$ cat src/rtl/ifu_npc_pkg.sv
// ifu_npc shared constants: next-PC select encodings and fetch defaults.
// Imported by the fetch stage, its next-PC mux and the fetch interface.
package ifu_npc_pkg;

    localparam logic [2:0] NPC_PC4    = 3'd0;
    localparam logic [2:0] NPC_BRANCH = 3'd1;
    localparam logic [2:0] NPC_J      = 3'd2;
    localparam logic [2:0] NPC_JR     = 3'd3;

    localparam logic [31:0] PC_RESET_DEF = 32'h0000_3000;
    localparam int          PC_STEP_DEF  = 4;

endpackage

$ cat src/rtl/ifu_npc_if.sv
// Fetch/decode bundle: imem fetch bus, ID-stage redirect inputs
// and the IF/ID register outputs.
interface ifu_npc_if;
    import ifu_npc_pkg::*;

    logic        stall;
    logic [31:0] F_instr;
    logic [2:0]  NPCOp;
    logic        flag;
    logic [15:0] imm16;
    logic [25:0] imm26;
    logic [31:0] gpr_rs;
    logic [31:0] F_pc;
    logic [31:0] D_instr;
    logic [31:0] D_pc;
    logic [31:0] D_pc8;
    logic [31:0] npc;

    modport master (
        input  stall, F_instr, NPCOp, flag,
        input  imm16, imm26, gpr_rs,
        output F_pc, D_instr, D_pc, D_pc8, npc
    );

    modport slave (
        output stall, F_instr, NPCOp, flag,
        output imm16, imm26, gpr_rs,
        input  F_pc, D_instr, D_pc, D_pc8, npc
    );

endinterface

$ cat src/rtl/ifu_npc_npc_sel.sv
// Combinational next-PC mux; branch/jump targets are relative to the
// delay slot, which is always fetched before the redirect lands.
module npc_sel
    import ifu_npc_pkg::*;
#(
    parameter int PC_STEP = PC_STEP_DEF
) (
    input  logic [31:0] F_pc,
    input  logic [31:0] D_pc,
    input  logic [2:0]  NPCOp,
    input  logic        flag,
    input  logic [15:0] imm16,
    input  logic [25:0] imm26,
    input  logic [31:0] gpr_rs,
    output logic [31:0] npc
);

    logic [31:0] seq_pc;
    logic [31:0] br_tgt;
    logic [31:0] j_tgt;
    logic        br_taken;
    logic        is_j;
    logic        is_jr;

    assign seq_pc   = F_pc + 32'(PC_STEP);
    assign br_tgt   = D_pc + 32'd4 + {{14{imm16[15]}}, imm16, 2'b00};
    assign j_tgt    = {D_pc[31:28], imm26, 2'b00};
    assign br_taken = (NPCOp == NPC_BRANCH) && flag;
    assign is_j     = (NPCOp == NPC_J);
    assign is_jr    = (NPCOp == NPC_JR);

    always_comb begin
        npc = seq_pc;
        unique case (1'b1)
            br_taken: npc = br_tgt;
            is_j:     npc = j_tgt;
            is_jr:    npc = gpr_rs;
            default:  npc = seq_pc;
        endcase
    end

endmodule

$ cat src/rtl/ifu_npc.sv
// Fetch stage: PC register, next-PC selection and IF/ID register.
// No flush path; the delay slot always advances into ID.
module ifu_npc
    import ifu_npc_pkg::*;
#(
    parameter logic [31:0] PC_RESET = PC_RESET_DEF,
    parameter int          PC_STEP  = PC_STEP_DEF
) (
    input  logic      clk,
    input  logic      reset,
    ifu_npc_if.master bus
);

    logic [31:0] f_pc;
    logic [31:0] d_instr;
    logic [31:0] d_pc;
    logic [31:0] npc;

    npc_sel #(
        .PC_STEP (PC_STEP)
    ) u_npc_sel (
        .F_pc   (f_pc),
        .D_pc   (d_pc),
        .NPCOp  (bus.NPCOp),
        .flag   (bus.flag),
        .imm16  (bus.imm16),
        .imm26  (bus.imm26),
        .gpr_rs (bus.gpr_rs),
        .npc    (npc)
    );

    // A stall holds D_instr, so a pending redirect is taken only once.
    always_ff @(posedge clk) begin
        if (reset) begin
            f_pc    <= PC_RESET;
            d_instr <= 32'd0;
            d_pc    <= PC_RESET;
        end else if (!bus.stall) begin
            f_pc    <= npc;
            d_instr <= bus.F_instr;
            d_pc    <= f_pc;
        end
    end

    assign bus.F_pc    = f_pc;
    assign bus.D_instr = d_instr;
    assign bus.D_pc    = d_pc;
    assign bus.D_pc8   = d_pc + 32'd8;
    assign bus.npc     = npc;

endmodule

$ cat src/flat_wrapper.sv
// flat-port wrapper written by rule: the top's interface ports become plain ports
module ifu_npc_flat import ifu_npc_pkg::*;
#(
    parameter logic [31:0] PC_RESET = PC_RESET_DEF,
    parameter int          PC_STEP  = PC_STEP_DEF
)
  (clk, reset, bus_stall, bus_F_instr, bus_NPCOp, bus_flag, bus_imm16, bus_imm26, bus_gpr_rs, bus_F_pc, bus_D_instr, bus_D_pc, bus_D_pc8, bus_npc);
  ifu_npc_if bus_i ();
  input  logic clk;
  input  logic reset;
  input wire logic [$bits(bus_i.stall)-1:0] bus_stall;
  input wire logic [$bits(bus_i.F_instr)-1:0] bus_F_instr;
  input wire logic [$bits(bus_i.NPCOp)-1:0] bus_NPCOp;
  input wire logic [$bits(bus_i.flag)-1:0] bus_flag;
  input wire logic [$bits(bus_i.imm16)-1:0] bus_imm16;
  input wire logic [$bits(bus_i.imm26)-1:0] bus_imm26;
  input wire logic [$bits(bus_i.gpr_rs)-1:0] bus_gpr_rs;
  output wire logic [$bits(bus_i.F_pc)-1:0] bus_F_pc;
  output wire logic [$bits(bus_i.D_instr)-1:0] bus_D_instr;
  output wire logic [$bits(bus_i.D_pc)-1:0] bus_D_pc;
  output wire logic [$bits(bus_i.D_pc8)-1:0] bus_D_pc8;
  output wire logic [$bits(bus_i.npc)-1:0] bus_npc;
  assign bus_i.stall = bus_stall;
  assign bus_i.F_instr = bus_F_instr;
  assign bus_i.NPCOp = bus_NPCOp;
  assign bus_i.flag = bus_flag;
  assign bus_i.imm16 = bus_imm16;
  assign bus_i.imm26 = bus_imm26;
  assign bus_i.gpr_rs = bus_gpr_rs;
  assign bus_F_pc = bus_i.F_pc;
  assign bus_D_instr = bus_i.D_instr;
  assign bus_D_pc = bus_i.D_pc;
  assign bus_D_pc8 = bus_i.D_pc8;
  assign bus_npc = bus_i.npc;
  ifu_npc #(.PC_RESET(PC_RESET), .PC_STEP(PC_STEP)) u_core (.clk(clk), .reset(reset), .bus(bus_i));
endmodule
$ cat config.mk
export PLATFORM = sky130hd
export DESIGN_NAME = ifu_npc_flat
export DESIGN_NICKNAME = d
export VERILOG_FILES = /design/src/rtl/ifu_npc_pkg.sv /design/src/rtl/ifu_npc_if.sv /design/src/rtl/ifu_npc_npc_sel.sv /design/src/rtl/ifu_npc.sv /design/src/flat_wrapper.sv
export SDC_FILE = /design/constraint.sdc
export NUM_CORES = 1
export LEC_CHECK = 0
export ABC_AREA = 1
export BUFFER_PORTS_ARGS = -buffer_cell sky130_fd_sc_hd__buf_2
export CORE_AREA = 10 10 138 140
export DETAILED_ROUTE_END_ITERATION = 6
export DIE_AREA = 0 0 148 150
export PLACE_DENSITY = 0.87
export SLEW_MARGIN = 20
export SYNTH_ARGS = -nofsm -noshare
export SYNTH_HDL_FRONTEND = slang
export SYNTH_SLANG_ARGS = --single-unit
$ cat constraint.sdc
create_clock -name clk -period 4.7 [get_ports clk]
set_input_delay 1.41 -clock clk [delete_from_list [all_inputs] [get_ports clk]]
set_output_delay 1.41 -clock clk [all_outputs]
set_load 0.02 [all_outputs]
==> results of run 1 <==
==> worst max-delay path by stage <==
stage	start	endpoint	slack, ns	depth (start not counted)
4_1_cts	bus_imm16[15]	bus_npc[27]	-0.06	14
3_5_place_dp	bus_imm16[15]	bus_npc[22]	-0.38	13
6_report	bus_imm16[2]	bus_npc[22]	-0.05	12
3_3_place_gp	bus_imm16[15]	bus_npc[22]	-0.35	13
5_1_grt	bus_imm16[2]	bus_npc[24]	-0.14	13
2_1_floorplan	bus_imm16[1]	bus_npc[31]	0.12	13
==> per-layer routing <==
layer / global-route usage / routed length (um) / part of all wire
met4: 0.104 / 1450 / 0.040
met5: 0 / 0 / 0
met1: 0.352 / 13600 / 0.37
met3: 0.0719 / 3840 / 0.11
met2: 0.505 / 17400 / 0.48
==> what timing repair did <==
action                                  4_1_cts  5_1_grt
endpoints found under the hold margin         0        0
endpoints found under the setup margin       24       25
gates resized for setup                     106      159
pin swaps                                    15       38
setup buffers                                 3        3
==> sequential cells by signal, summed over array words and instances, names as in the netlist <==
signal,count
u_core.bus.D_pc,32
u_core.bus.D_instr,32
u_core.bus.F_pc,32
==> placed cells by master (no fill, tap or decap), types with 45 or more instances in the layout <==
cell type	netlist	layout
o21ai_0	99	92
buf_4	3	89
nand2_2	1	45
nand2_1	302	253
inv_1	190	185
buf_2	5	251
ha_4	0	52
a21oi_1	90	71
nor2_1	152	130
dfxtp_1	96	96
==> worst max-delay path, cell delays in order <==
cell,delay (ns)
buf_2,0.11
ha_1,0.30
ha_1,0.30
nand3_1,0.12
nand3_2,0.14
buf_4,0.16
nand4_1,0.12
nand3_2,0.11
or2_4,0.24
nand3_2,0.09
nand2_2,0.09
buf_6,0.15
==> power by group through the flow <==
stage	registers [mW]	clock network (mW)	logic, mW
after floorplan	1.02	0	0.497
after global placement	0.958	0	0.964
after detailed placement	0.961	0	0.976
after CTS	0.944	0.763	1.09
after global routing	0.961	0.791	1.35
final	0.955	0.765	1.26
==> cells by family after synthesis <==
| logic type | count (synthesis) |
|---|---|
| AO/OA/AOI/OAI | 248 |
| XOR/XNOR | 37 |
| adder cells (fa/ha/maj) | 60 |
| buffers and inverters | 239 |
| flip-flops | 96 |
| AND/OR/NAND/NOR | 616 |
==> final cells by class <==
type | instances | area share
multi-input combinational | 961 | 0.542
tap | 220 | 0.0235
inverter | 192 | 0.0616
clock inverter | 6 | 0.00502
timing repair buffer | 357 | 0.183
sequential | 96 | 0.164
clock buffer | 10 | 0.0204
==> out/metrics.yaml, run 1 <==
yosys:
  netlist_top_cells_area: "dfxtp_1 (24%), nand2_1 (14%), ha_1 (9.3%)"
  synth-edff-count: 0
  synth_cells: 1296
  synth_top_area_share: 0.242
  netlist_top_cells_count: "nand2_1 (302), inv_1 (190), nor2_1 (152)"
  yosysWarnings: 0
  synthAdderAreaFrac: 0.0954
  synthMuxAreaShare: 0
  ys.flop_type: "dfxtp_1"
  synth_top_family_by_area: "simple AND/OR/NAND/NOR gates"
  yosysMostFrequentCell: "nand2_1"
  synthSimpleGateAreaFrac: 0.333
  synth-compound-area-share: 0.174
  synth_top_area_cell: "dfxtp_1"
  synth_seq_area_share: 0.242
  syn_area_per_cell_um2: 6.13
  synth_area_mm2: 0.00794
  yosysUniqueCellTypes: 45
  synth_seq_cells: 96
  async_reset_ff_frac: 0
  syn-num-nets: 1469
  synth-xor-area-share: 0.0408
timing:
  maxSlewViolCount: 0
  relSlewSlack: 0.305
  tightestPinTransition_ns: 1.04
  fmax_mhz: 211
  setup_slack_ns: -0.0496
  setup_tns_ns: -0.0895
  grt_setup_unrepaired: "true"
  min_period_ns: 4.75
  whs_ns: 0.480
  hold_viol: 0
  fin_skew_ns: 0.0156
  finalCritPeriodShare: 1.01
  setup_viol_count_final: 4
place:
  gp_congestion: 1.01
  dp_cells: 1820
  postPlaceCellArea_mm2: 0.00999
  port_buffers: 272
  post-dp-hpwl_um: 26700
  pre_cts_slack_ns: -0.378
clock_tree:
  postCtsHoldBufs: 0
  cts_made_buffers: 9
  cts_tree: "done"
  worst_skew_pair.late_latency_ns: 0.37
  root_buffer: "clkbuf_16"
  clkTransAtPathRegs_ns: 0.07
  clockBufferDepth: 2
  htree_levels: 3
  clock-sinks: 96
pwr:
  p_clk_frac: 0.257
  powerDensity_mw_per_mm2: 254
  combPwrFrac: 0.423
  power.static_leakage_nw: 5.89
  power_frac_seq: 0.320
  p_sw_frac: 0.406
  power.total_mw: 2.98
  p_switching_mw: 1.21
  irDropWorstVdd_v: 0.000234
  p_int_mw: 1.77
detailed_routing:
  dr.pass1.iters: 7
  vias_per_cell: 5.67
  drtIter0Drc: 1245
  wirelength_um: 36300
  route.antenna.remaining_nets: 0
  drc: 2
  detail_route.wl_per_cell_um: 19.7
  via_count: 10400
grt:
  grt_pass1_wl_um: 52500
  grtUsageTotal: 0.295
  grt-ovfl-total: 0
  antenna_found_initial: 0
  grt_pass1_vias: 9904
  grt_start_max_net_pins: 106
final_layout:
  seq_area_mm2: 0.00192
  drive_gt1_frac: 0.360
  num-fill-cells: 1307
  fin_nets: 1790
  syn2layout_area_growth_pct: 47.4
  fin_util: 0.716
  multi_input_area_mm2: 0.00635
  n_antenna_cell: 0
  final_area_mm2: 0.0117
  final_cells: 1842
floorplanning:
  start_util: 0.486
  io_pins: 273
  die-area_mm2: 0.0222
  fp.coreArea_mm2: 0.0163
  die_h_um: 150
  row_count: 47
  chipWidth_um: 148
critical_path:
  r2r_slack_ns: 2.14
  worstPathArrival_ns: 3.34
  timing.rr.end: "u_core.bus.F_pc[31]$_SDFFE_PP0N_"
  rr_startpoint: "u_core.bus.D_pc[23]$_SDFFE_PP0N_"
  rr_worst_depth: 16
  path_class: "in -> out"
  start_kind: "input pin"
  cp_max_fo: 5
  required_ns: 3.29
  cp-end-kind: "output port"
hold_path:
  hold_path_depth: 2
  min_from: "u_core.bus.D_instr[6]$_SDFFE_PP0N_"
  worstHoldEndpoint: "u_core.bus.D_instr[6]$_SDFFE_PP0N_"
  min_path_type: "reg -> reg"
run_status:
  outcome: "finished, violations left"
  violations: "DRC, setup timing"
job:
  max_cap_violations: 0
Power figures use the tool's default switching activity.
==> run 2: changes to the inputs <==
Settings changed: CORE_AREA 10 10 138 140 to 10 10 107 180, DIE_AREA 0 0 148 150 to 0 0 117 190.
==> run 2 against run 1 <==
Against the previous run:
- first-iteration DRC count fell by 12%
- highest routed layer unchanged
- combinational power rose by 4%
- critical path depth up 3
- die area up 0.14%
- register-to-register slack worse by 0.14 ns
- final area grew 2.5%
- the run still ends with DRC, setup timing left
- critical endpoint unchanged
- sequential share of layout area shrank 0.41 points
==> out/metrics.yaml, run 2 (synthesized netlist as in run 1, its figures left out) <==
hold_path:
  min_path_type: "reg -> reg"
place:
  gp_congestion: 0.983
  dp_cells: 1804
  pre_cts_slack_ns: -0.541
  port_buffers: 272
  post-dp-hpwl_um: 27600
timing:
  setup_slack_ns: -0.0748
  maxSlewViolCount: 0
  finalCritPeriodShare: 1.02
  setup_viol_count_final: 12
  fmax_mhz: 209
  fin_skew_ns: 0.0108
  relSlewSlack: 0.350
  hold_viol: 0
  grt_setup_unrepaired: "true"
  tightestPinTransition_ns: 0.967
  min_period_ns: 4.77
grt:
  grtUsageTotal: 0.320
  antenna_found_initial: 0
  grt_start_max_net_pins: 88
  grt-ovfl-total: 0
  grt_pass1_wl_um: 55900
  grt_pass1_vias: 10800
clock_tree:
  worst_skew_pair.late_latency_ns: 0.36
  clkTransAtPathRegs_ns: 0.07
  cts_tree: "done"
  htree_levels: 3
  root_buffer: "clkbuf_16"
  cts_made_buffers: 9
  clockBufferDepth: 2
  clock-sinks: 96
pwr:
  powerDensity_mw_per_mm2: 250
  power.total_mw: 3.01
  irDropWorstVdd_v: 0.000295
  power.static_leakage_nw: 6.03
detailed_routing:
  wirelength_um: 38600
  drtIter0Drc: 1093
  drc: 1
  via_count: 10800
  detail_route.wl_per_cell_um: 21.1
  dr.pass1.iters: 7
  route.antenna.remaining_nets: 0
  vias_per_cell: 5.87
final_layout:
  syn2layout_area_growth_pct: 51.1
  fin_nets: 1807
  drive_gt1_frac: 0.382
  num-fill-cells: 1270
  n_antenna_cell: 0
  final_cells: 1831
  final_cell_mix: "buf_2 (247), nand2_1 (242), inv_1 (176)"
  mostFrequentLayoutCell: "buf_2"
critical_path:
  crit_path_frequent_cell: "nand2_1"
  cpMaxStageDelayCell: "ha_4"
  path_class: "in -> out"
  cp_top_family: "simple AND/OR/NAND/NOR gates"
  cp_max_fo: 4
  cpPeakStageDelay_ns: 0.27
  critPathBufInv: 2
  path_cells: "buf_2 -> ha_4 -> ha_4 -> nand2_1 -> nand2_1 -> nand2_1 -> nand2_2 -> nand2_2 -> nand2_1 -> nand2_1 -> nand3_2 -> or2_4 -> nand3_4 -> nand2_4 -> buf_6"
  required_ns: 3.29
  worstPathArrival_ns: 3.36
  start_kind: "input pin"
  cp-end-kind: "output port"
floorplanning:
  io_pins: 273
  die-area_mm2: 0.0222
  die_h_um: 190
  chipWidth_um: 117
  row_count: 62
  fp.coreArea_mm2: 0.0163
  start_util: 0.488
run_status:
  outcome: "finished, violations left"
  violations: "DRC, setup timing"
job:
  max_cap_violations: 0
## run 2: cell count changes in the layout (fill, tap and decap cells not counted), sizes merged
cell and delta:
clkinvlp +1, inv +1, buf +16, clkinv -1
## run 2: what timing repair did
item,in CTS,in global routing
pin swaps,35,53
resized for setup,168,145
setup endpoints to repair,25,26
hold buffers,0,0
buffers inserted,7,4
## run 2: final timing paths
path                                       start                                  end  slack (ns)  cells after the start
max                                 bus_imm16[5]                          bus_npc[22]       -0.07                     15
min reg2reg  u_core.bus.D_instr[16]$_SDFFE_PP0N_  u_core.bus.D_instr[16]$_SDFFE_PP0N_        0.48                      2
max reg2reg      u_core.bus.D_pc[7]$_SDFFE_PP0N_     u_core.bus.F_pc[13]$_SDFFE_PP1N_        2.00                     15
min          u_core.bus.D_instr[16]$_SDFFE_PP0N_  u_core.bus.D_instr[16]$_SDFFE_PP0N_        0.48                      2
## run 2: metal layers
metal  share of wire  wire (um)  vias to the layer above  track usage
met3           0.086       3330                      196       0.0609
met4           0.078       3010                        0        0.233
met1            0.33      12800                     4955        0.324
met5               0          0                        -            0
met2            0.50      19500                      687        0.564
li1                -          -                     4917            -
## run 2: tightest hold or removal path, stage by stage (launching register included)
cell	delay, ns
dfxtp_1	0.32
nor2_1	0.04
nor2_1	0.08
## run 2: layout make-up
cell class,instances,area [um2],share of cell area
Multi-Input combinational cell,961,6490,0.541
Timing Repair Buffer,374,2340,0.195
Sequential cell,96,1920,0.160
Inverter,192,721,0.0600
Tap cell,192,240,0.0200
Clock buffer,9,225,0.0188
Clock inverter,7,63.8,0.00532
## run 2: per-stage QoR
step | utilization | instance area (um2) | hold slack, ns | TNS (ns)
global placement | 0.618 | 10100 | 0.456 | -5.20
detailed placement | 0.618 | 10100 | 0.466 | -5.51
global route | 0.737 | 12000 | 0.502 | -1.69
CTS | 0.698 | 11400 | 0.483 | -0.0803
floorplan | - | 7940 | 0.561 | 0
finish | 0.737 | 12000 | 0.480 | -0.514
## run 2: where the power goes
group | internal, mW | total, mW | switching (mW)
Sequential | 0.872 | 0.956 | 0.0837
Combinational | 0.540 | 1.31 | 0.773
Clock | 0.372 | 0.738 | 0.366
Total | 1.78 | 3.01 | 1.22
